$ cat src/rtl/multiplicador_pkg.sv
// Shared definitions for the multiplicador recomposer: state encoding,
// default operand width and the bit-counter width derived from it.
package multiplicador_pkg;

  localparam int WIDTH_DEF = 4;
  localparam int CNT_W     = (WIDTH_DEF > 1) ? $clog2(WIDTH_DEF) : 1;

  typedef enum logic [1:0] {
    IDLE = 2'd0,
    MUL  = 2'd1,
    SUMA = 2'd2,
    FIN  = 2'd3
  } state_t;

endpackage

$ cat src/rtl/multiplicador.sv
// multiplicador: rebuilds the dividend A = Q*B + R by shift-and-add, one
// partial product per clock, behind a start/done handshake with a busy flag.
// Optional feature: define MULTIPLICADOR_CHECK_EN to add the registered err
// output, which flags a remainder/divisor pair a divider could not produce
// (B = 0 or R >= B).
module multiplicador
  import multiplicador_pkg::*;
#(
  parameter int WIDTH = WIDTH_DEF
) (
  input  logic               clk,
  input  logic               reset,
  input  logic               start,
  input  logic [WIDTH-1:0]   Q,
  input  logic [WIDTH-1:0]   B,
  input  logic [WIDTH-1:0]   R,
  output logic [2*WIDTH-1:0] A,
  output logic               busy,
  output logic               done
`ifdef MULTIPLICADOR_CHECK_EN
  ,
  output logic               err
`endif
);

  localparam int CW = (WIDTH > 1) ? $clog2(WIDTH) : 1;
  localparam logic [CW-1:0] CNT_LAST = CW'(WIDTH - 1);

  state_t               state;
  logic [WIDTH-1:0]     qReg;
  logic [WIDTH-1:0]     bReg;
  logic [WIDTH-1:0]     rReg;
  logic [2*WIDTH-1:0]   acc;
  logic [CW-1:0]        cnt;

  // Zero-extended operands so every add happens at the full result width;
  // the maximum result is 2^(2W) - 2^W, so no carry-out is ever needed.
  logic [2*WIDTH-1:0]   bExt;
  logic [2*WIDTH-1:0]   rExt;
  assign bExt = {{WIDTH{1'b0}}, bReg};
  assign rExt = {{WIDTH{1'b0}}, rReg};

  // Control FSM and datapath: a start is accepted in IDLE or FIN, MUL adds
  // one shifted partial product per cycle, SUMA folds in R and loads A.
  always_ff @(posedge clk) begin
    if (!reset) begin
      state <= IDLE;
      qReg  <= '0;
      bReg  <= '0;
      rReg  <= '0;
      acc   <= '0;
      cnt   <= '0;
      A     <= '0;
      busy  <= 1'b0;
      done  <= 1'b0;
`ifdef MULTIPLICADOR_CHECK_EN
      err   <= 1'b0;
`endif
    end else begin
      case (state)
        IDLE, FIN: begin
          done <= 1'b0;
          if (start) begin
            qReg  <= Q;
            bReg  <= B;
            rReg  <= R;
            acc   <= '0;
            cnt   <= '0;
            busy  <= 1'b1;
            state <= MUL;
          end else begin
            state <= IDLE;
          end
        end
        MUL: begin
          if (qReg[cnt]) begin
            acc <= acc + (bExt << cnt);
          end
          if (cnt == CNT_LAST) begin
            state <= SUMA;
          end else begin
            cnt <= cnt + CW'(1);
          end
        end
        SUMA: begin
          acc   <= acc + rExt;
          A     <= acc + rExt;
          done  <= 1'b1;
          busy  <= 1'b0;
`ifdef MULTIPLICADOR_CHECK_EN
          err   <= (bReg == '0) || (rReg >= bReg);
`endif
          state <= FIN;
        end
        default: begin
          state <= IDLE;
          busy  <= 1'b0;
          done  <= 1'b0;
        end
      endcase
    end
  end

endmodule
$ cat config.mk
export PLATFORM = sky130hd
export DESIGN_NAME = multiplicador
export DESIGN_NICKNAME = d
export VERILOG_FILES = /design/src/rtl/multiplicador_pkg.sv /design/src/rtl/multiplicador.sv
export SDC_FILE = /design/constraint.sdc
export NUM_CORES = 1
export LEC_CHECK = 0
export ABC_AREA = 1
export ABC_CLOCK_PERIOD_IN_PS = 1700
export BUFFER_PORTS_ARGS = -buffer_cell sky130_fd_sc_hd__buf_4
export CORE_MARGIN = 1
export CORE_UTILIZATION = 28
export DETAILED_ROUTE_END_ITERATION = 8
export GPL_TIMING_DRIVEN = 0
export HOLD_SLACK_MARGIN = 0.03
export PLACE_DENSITY_LB_ADDON = 0.05
export SYNTH_ARGS = -nofsm -noshare
export SYNTH_HDL_FRONTEND = slang
export SYNTH_SLANG_ARGS = --single-unit
export TNS_END_PERCENT = 5
$ cat constraint.sdc
create_clock -name clk -period 1.7 [get_ports clk]
set_input_delay 0.425 -clock clk [delete_from_list [all_inputs] [get_ports clk]]
set_output_delay 0.425 -clock clk [all_outputs]
set_load 0.01 [all_outputs]
Word level (Yosys, flattened, before mapping)
Index checks and enable logic that the tools add are counted. Widths: inputs -> output; s select.

Flip-flop bits (word level): 34. Input bits: 15.

Add/sub/neg operators: 3. Magnitude comparators: 1. Equality and inequality tests: 8. Shift operators: 1. Multiplexer cells: 14. Reduce and logical (&&, ||, !) cells: 8.

Operators by type and width (number): $pmux 8 s3 (1); $mux 8 (2); $add 8x4->8 (1); $add 8x8->8 (1); $ne 2x2->1 const B (4); $shl 4x2->8 (1); $eq 2x2->1 const B (3); $mux 2 (3); $pmux 2 s3 (1); $reduce_and 2->1 (3); $pmux 1 s2 (2); $pmux 2 s2 (1); $reduce_bool 2->1 (2); $lt 2x3->1 const B (1); $mux 1 (3); $reduce_and 3->1 (1); $add 2x1->2 const B (1); $bmux 1 s2 (1); $eq 2x1->1 const B (1); $logic_not 2->1 (1); $reduce_or 2->1 (1).

Logic depth before layout (Yosys ltp)
Depth after elaboration: 4. Depth in mapped cells: 16.

Least setup slack after synthesis
OpenSTA, ideal clock, no wires.

Path type: reg-to-reg. Start point: register cnt[0]. End point: register acc[6]. Arrival: 1779 ps. Path slack: -218 ps. Cell stages (with the launch flop): 16. Path buffers: 1. Period minus slack after synthesis: 1918 ps. Cells stage by stage: dfxtp_1 > buf_6 > nor3_1 > ha_1 > inv_1 > fa_1 > inv_1 > nand2_1 > nand2_1 > nand3b_1 > nand2_1 > nand2_1 > nand3_1 > nand2_1 > nand2_2 > a21oi_2.

Cells in the longest elaborated chain, start to end: 4. Elaborated cells on any way between the ends: 8. Classes of those cells: add/sub: 1; eq/ne: 1; shift: 1; mux: 4; reduce/logical: 1.

Ends and longest elaborated chain: start, declared (RTL line multiplicador.sv:34) `logic [CW-1:0] cnt;`; start signal, assigned (RTL line multiplicador.sv:82) `cnt <= cnt + CW'(1);`; $shl 4x2->8 or $bmux 1 s2 (tied branches) (RTL line multiplicador.sv:77, multiplicador.sv:76); $add 8x8->8 or $mux 1 (tied branches) (RTL line multiplicador.sv:77, multiplicador.sv:76); $mux 8 or $ne 2x2->1 (tied branches); $pmux 8 s3 or $reduce_and 2->1 (tied branches); end signal, assigned (RTL line multiplicador.sv:77) `acc <= acc + (bExt << cnt);`; end signal, assigned (RTL line multiplicador.sv:86) `acc <= acc + rExt;`; end, declared (RTL line multiplicador.sv:33) `logic [2*WIDTH-1:0] acc;`.

Several ways; a longest one is shown, not always the timed one. The select of a mux whose other input is x is not followed. A chain may end at the register's enable or synchronous reset.

Worst setup path in the final report
Ends and elaborated chain as after synthesis.

==> flow_metrics.tcl <==
set metrics [dict create \
    grt_pass1_vias 1801 \
    max-vdd-ir-drop_mv 0.790 \
    ys.flop_type "dfxtp_1" \
    clk_latency_ns 0.29 \
    setup_viol 6 \
    clk_pin_slew_worst_paths_ns 0.08 \
    combPwrFrac 0.428 \
    hpwl_um 3960 \
    route.detailed.drc 0 \
    async_reset_ff_frac 0 \
    worst-endpoint-arrival_ns 2.18 \
    postCtsHoldBufs 0 \
    synthesis.instances 294 \
    synthesis.area_um2 2060 \
    required_ns 1.91 \
    synth.most_common_cell "nand2_1" \
    status "finished, violations left" \
    htreeDepth 2 \
    switching_share 0.394 \
    critPathBufInv 1 \
    diodes 0 \
    portBuffers 24 \
    cp_cell_sequence "buf_6 -> mux2i_2 -> mux2i_1 -> ha_1 -> or2_1 -> nand3b_1 -> nand2_1 -> nand2_1 -> nand3_2 -> nand2_2 -> nand2_2 -> a21oi_2" \
    fin_ws_ns -0.270 \
    synth-seq-cells 34 \
    start_kind "register" \
    p_int_mw 1.95 \
    synth_commonest_cells "nand2_1 (66), dfxtp_1 (34), nor2_1 (32)" \
    drv_cap 0 \
    ctsLongestPathBuffers 2 \
    ant_nets 0 \
    grt.total_usage 0.148 \
    drt-initial-drc-count 75 \
    chipHeight_um 87.9 \
    power.total_mw 3.22 \
    worst_pin_slew_ns 0.693 \
    cpPeakStageDelay_ns 0.34 \
    initial_core_util 0.297 \
    routed_wl_um 5100 \
    antenna_found_initial 0 \
    yosysSeqAreaShare 0.330 \
    rows 30 \
    rsz0062_at_grt "true" \
    drtPass1Iterations 4 \
    critPathSlowestCell "dfxtp_2" \
    crit_fanout 8 \
    die_area_um2 7720 \
    coreArea_um2 6940 \
    holdWs_ns 0.390 \
    vias 1903 \
    dpl_worst_slack_ns -0.345 \
    fmax_ghz 0.508 \
    total_leakage_power_nw 1.15 \
    slew_viol_final 0 \
    worstSetupPathType "register to register" \
    grt_max_degree 11 \
    synth_top_cell_area_share 0.330 \
    avgViaCountPerCell 4.44 \
    gp_congestion 0.723 \
    finalCriticalPeriod_ns 1.97 \
    grt-ovfl-total 0 \
    drive_gt1_frac 0.282 \
    synth-edff-count 0 \
    finalNetCount 364 \
    worstHoldStart "R[0]" \
    cts_sinks 34 \
    endpoint_kind "register" \
    yosysTopAreaCell "dfxtp_1" \
    syn2layout_area_growth_pct 25.7 \
    root_buffer "clkbuf_8" \
    synth.avg_cell_area_um2 7.02 \
    maxSlewHeadroom 0.538 \
    cp-startpoint "cnt[0]" \
    yosys_warnings 0 \
    power_frac_seq 0.338 \
    worst-path-stages 12 \
    switchingPower_mw 1.27 \
    violations "setup timing" \
    finalHoldViolations 0 \
    grt_pass1_wl_um 8600 \
    hold_path_depth 3 \
    die_w_um 87.9 \
    hp-class "input port to register" \
    design.portCount 25 \
    wire_per_inst_um 11.9 \
    reg2reg_depth 12 \
    rr_startpoint "cnt[0]" \
    clock_skew_ns 0.00763 \
    path_delay_family "simple AND/OR/NAND/NOR gates" \
    clkPwrFrac 0.234 \
    synth.net_count 326 \
    synthTopCellsByArea "dfxtp_1 (33%), nand2_1 (12%), ha_1 (9.1%)" \
    cts_tree "done" \
    ys_types 28 \
    cts_made_buffers 5 \
    p_per_area_nw_per_um2 1240 \
    period_share 1.16 \
]
routing by layer:
| metal | wire length [µm] | vias to the layer above | global-route usage |
|---|---|---|---|
| met4 | 57 | 0 | 0.0447 |
| li1 | - | 1039 | - |
| met5 | 0 | - | 0 |
| met2 | 2440 | 18 | 0.258 |
| met1 | 2480 | 842 | 0.185 |
| met3 | 124 | 4 | 0.0264 |
what timing repair did:
action | in CTS | in global routing
pin swaps | 8 | 8
gates resized for setup | 10 | 17
endpoints found under the setup margin | 19 | 15
setup buffers | 5 | 2
endpoints found under the hold margin | 0 | 0
final timing paths:
kind,end,slack (ns)
hold / removal,rReg[0],0.39
setup reg to reg,acc[6],-0.27
hold reg to reg,A[0],0.47
setup / recovery,acc[6],-0.27
power groups by stage:
stage	sequential (mW)	combinational, mW	clock, mW
finish	1.09	1.38	0.752
CTS	1.08	1.36	0.777
floorplan	1.08	0.938	0
global route	1.11	1.57	0.809
detailed placement	1.10	1.29	0
global placement	1.10	1.29	0
cell families (layout without fill, tap and decap cells):
group           Yosys count  after routing  share of synthesized area
simple gates            142            142                      0.302
compound gates           60             60                      0.166
buf+inv                  39             78                     0.0818
flops                    34             34                      0.330
fa+ha+maj                17             17                      0.110
mux                       2              2                    0.00970
cell usage in the layout (no fill, tap or decap), types with 3 or more instances in the layout:
cell	instances
nand3_1	19
dfxtp_2	6
dfxtp_1	28
clkbuf_1	5
inv_1	20
buf_4	32
o21ai_2	3
a21oi_2	10
ha_1	13
or2_1	6
nand3_2	3
inv_2	8
nand2_2	12
clkbuf_8	5
nand3b_1	4
nor2_1	32
o21ai_0	18
nand2_1	61
o21ai_1	4
a21oi_1	23
cell type report:
cell class	instances	area, µm²
Fill cell	766	4350
Multi-Input combinational cell	221	1270
Sequential cell	34	688
Timing Repair Buffer	31	233
Tap cell	96	120
Inverter	29	110
Clock buffer	7	76.3
Buffer	10	66.3
Clock inverter	1	30.0
sequential cells by signal, indices dropped and copies added (netlist names):
signal  count
A           8
acc         8
bReg        4
qReg        4
rReg        4
cnt         2
state       2
busy        1
done        1
worst min-delay path: stages:
cell     delay [ns]
buf_4          0.07
o21ai_0        0.07
nor2_1         0.07
metrics by stage:
stage,util,setup TNS [ns],cell area (µm²),cells
detailed placement,0.343,-1.77,2380,414
global placement,0.343,-1.76,2380,414
floorplan,-,-0.412,2080,294
finish,0.374,-1.16,2590,429
global route,0.374,-2.16,2590,429
CTS,0.367,-1.48,2550,427
(Power assumes the default switching activity.)
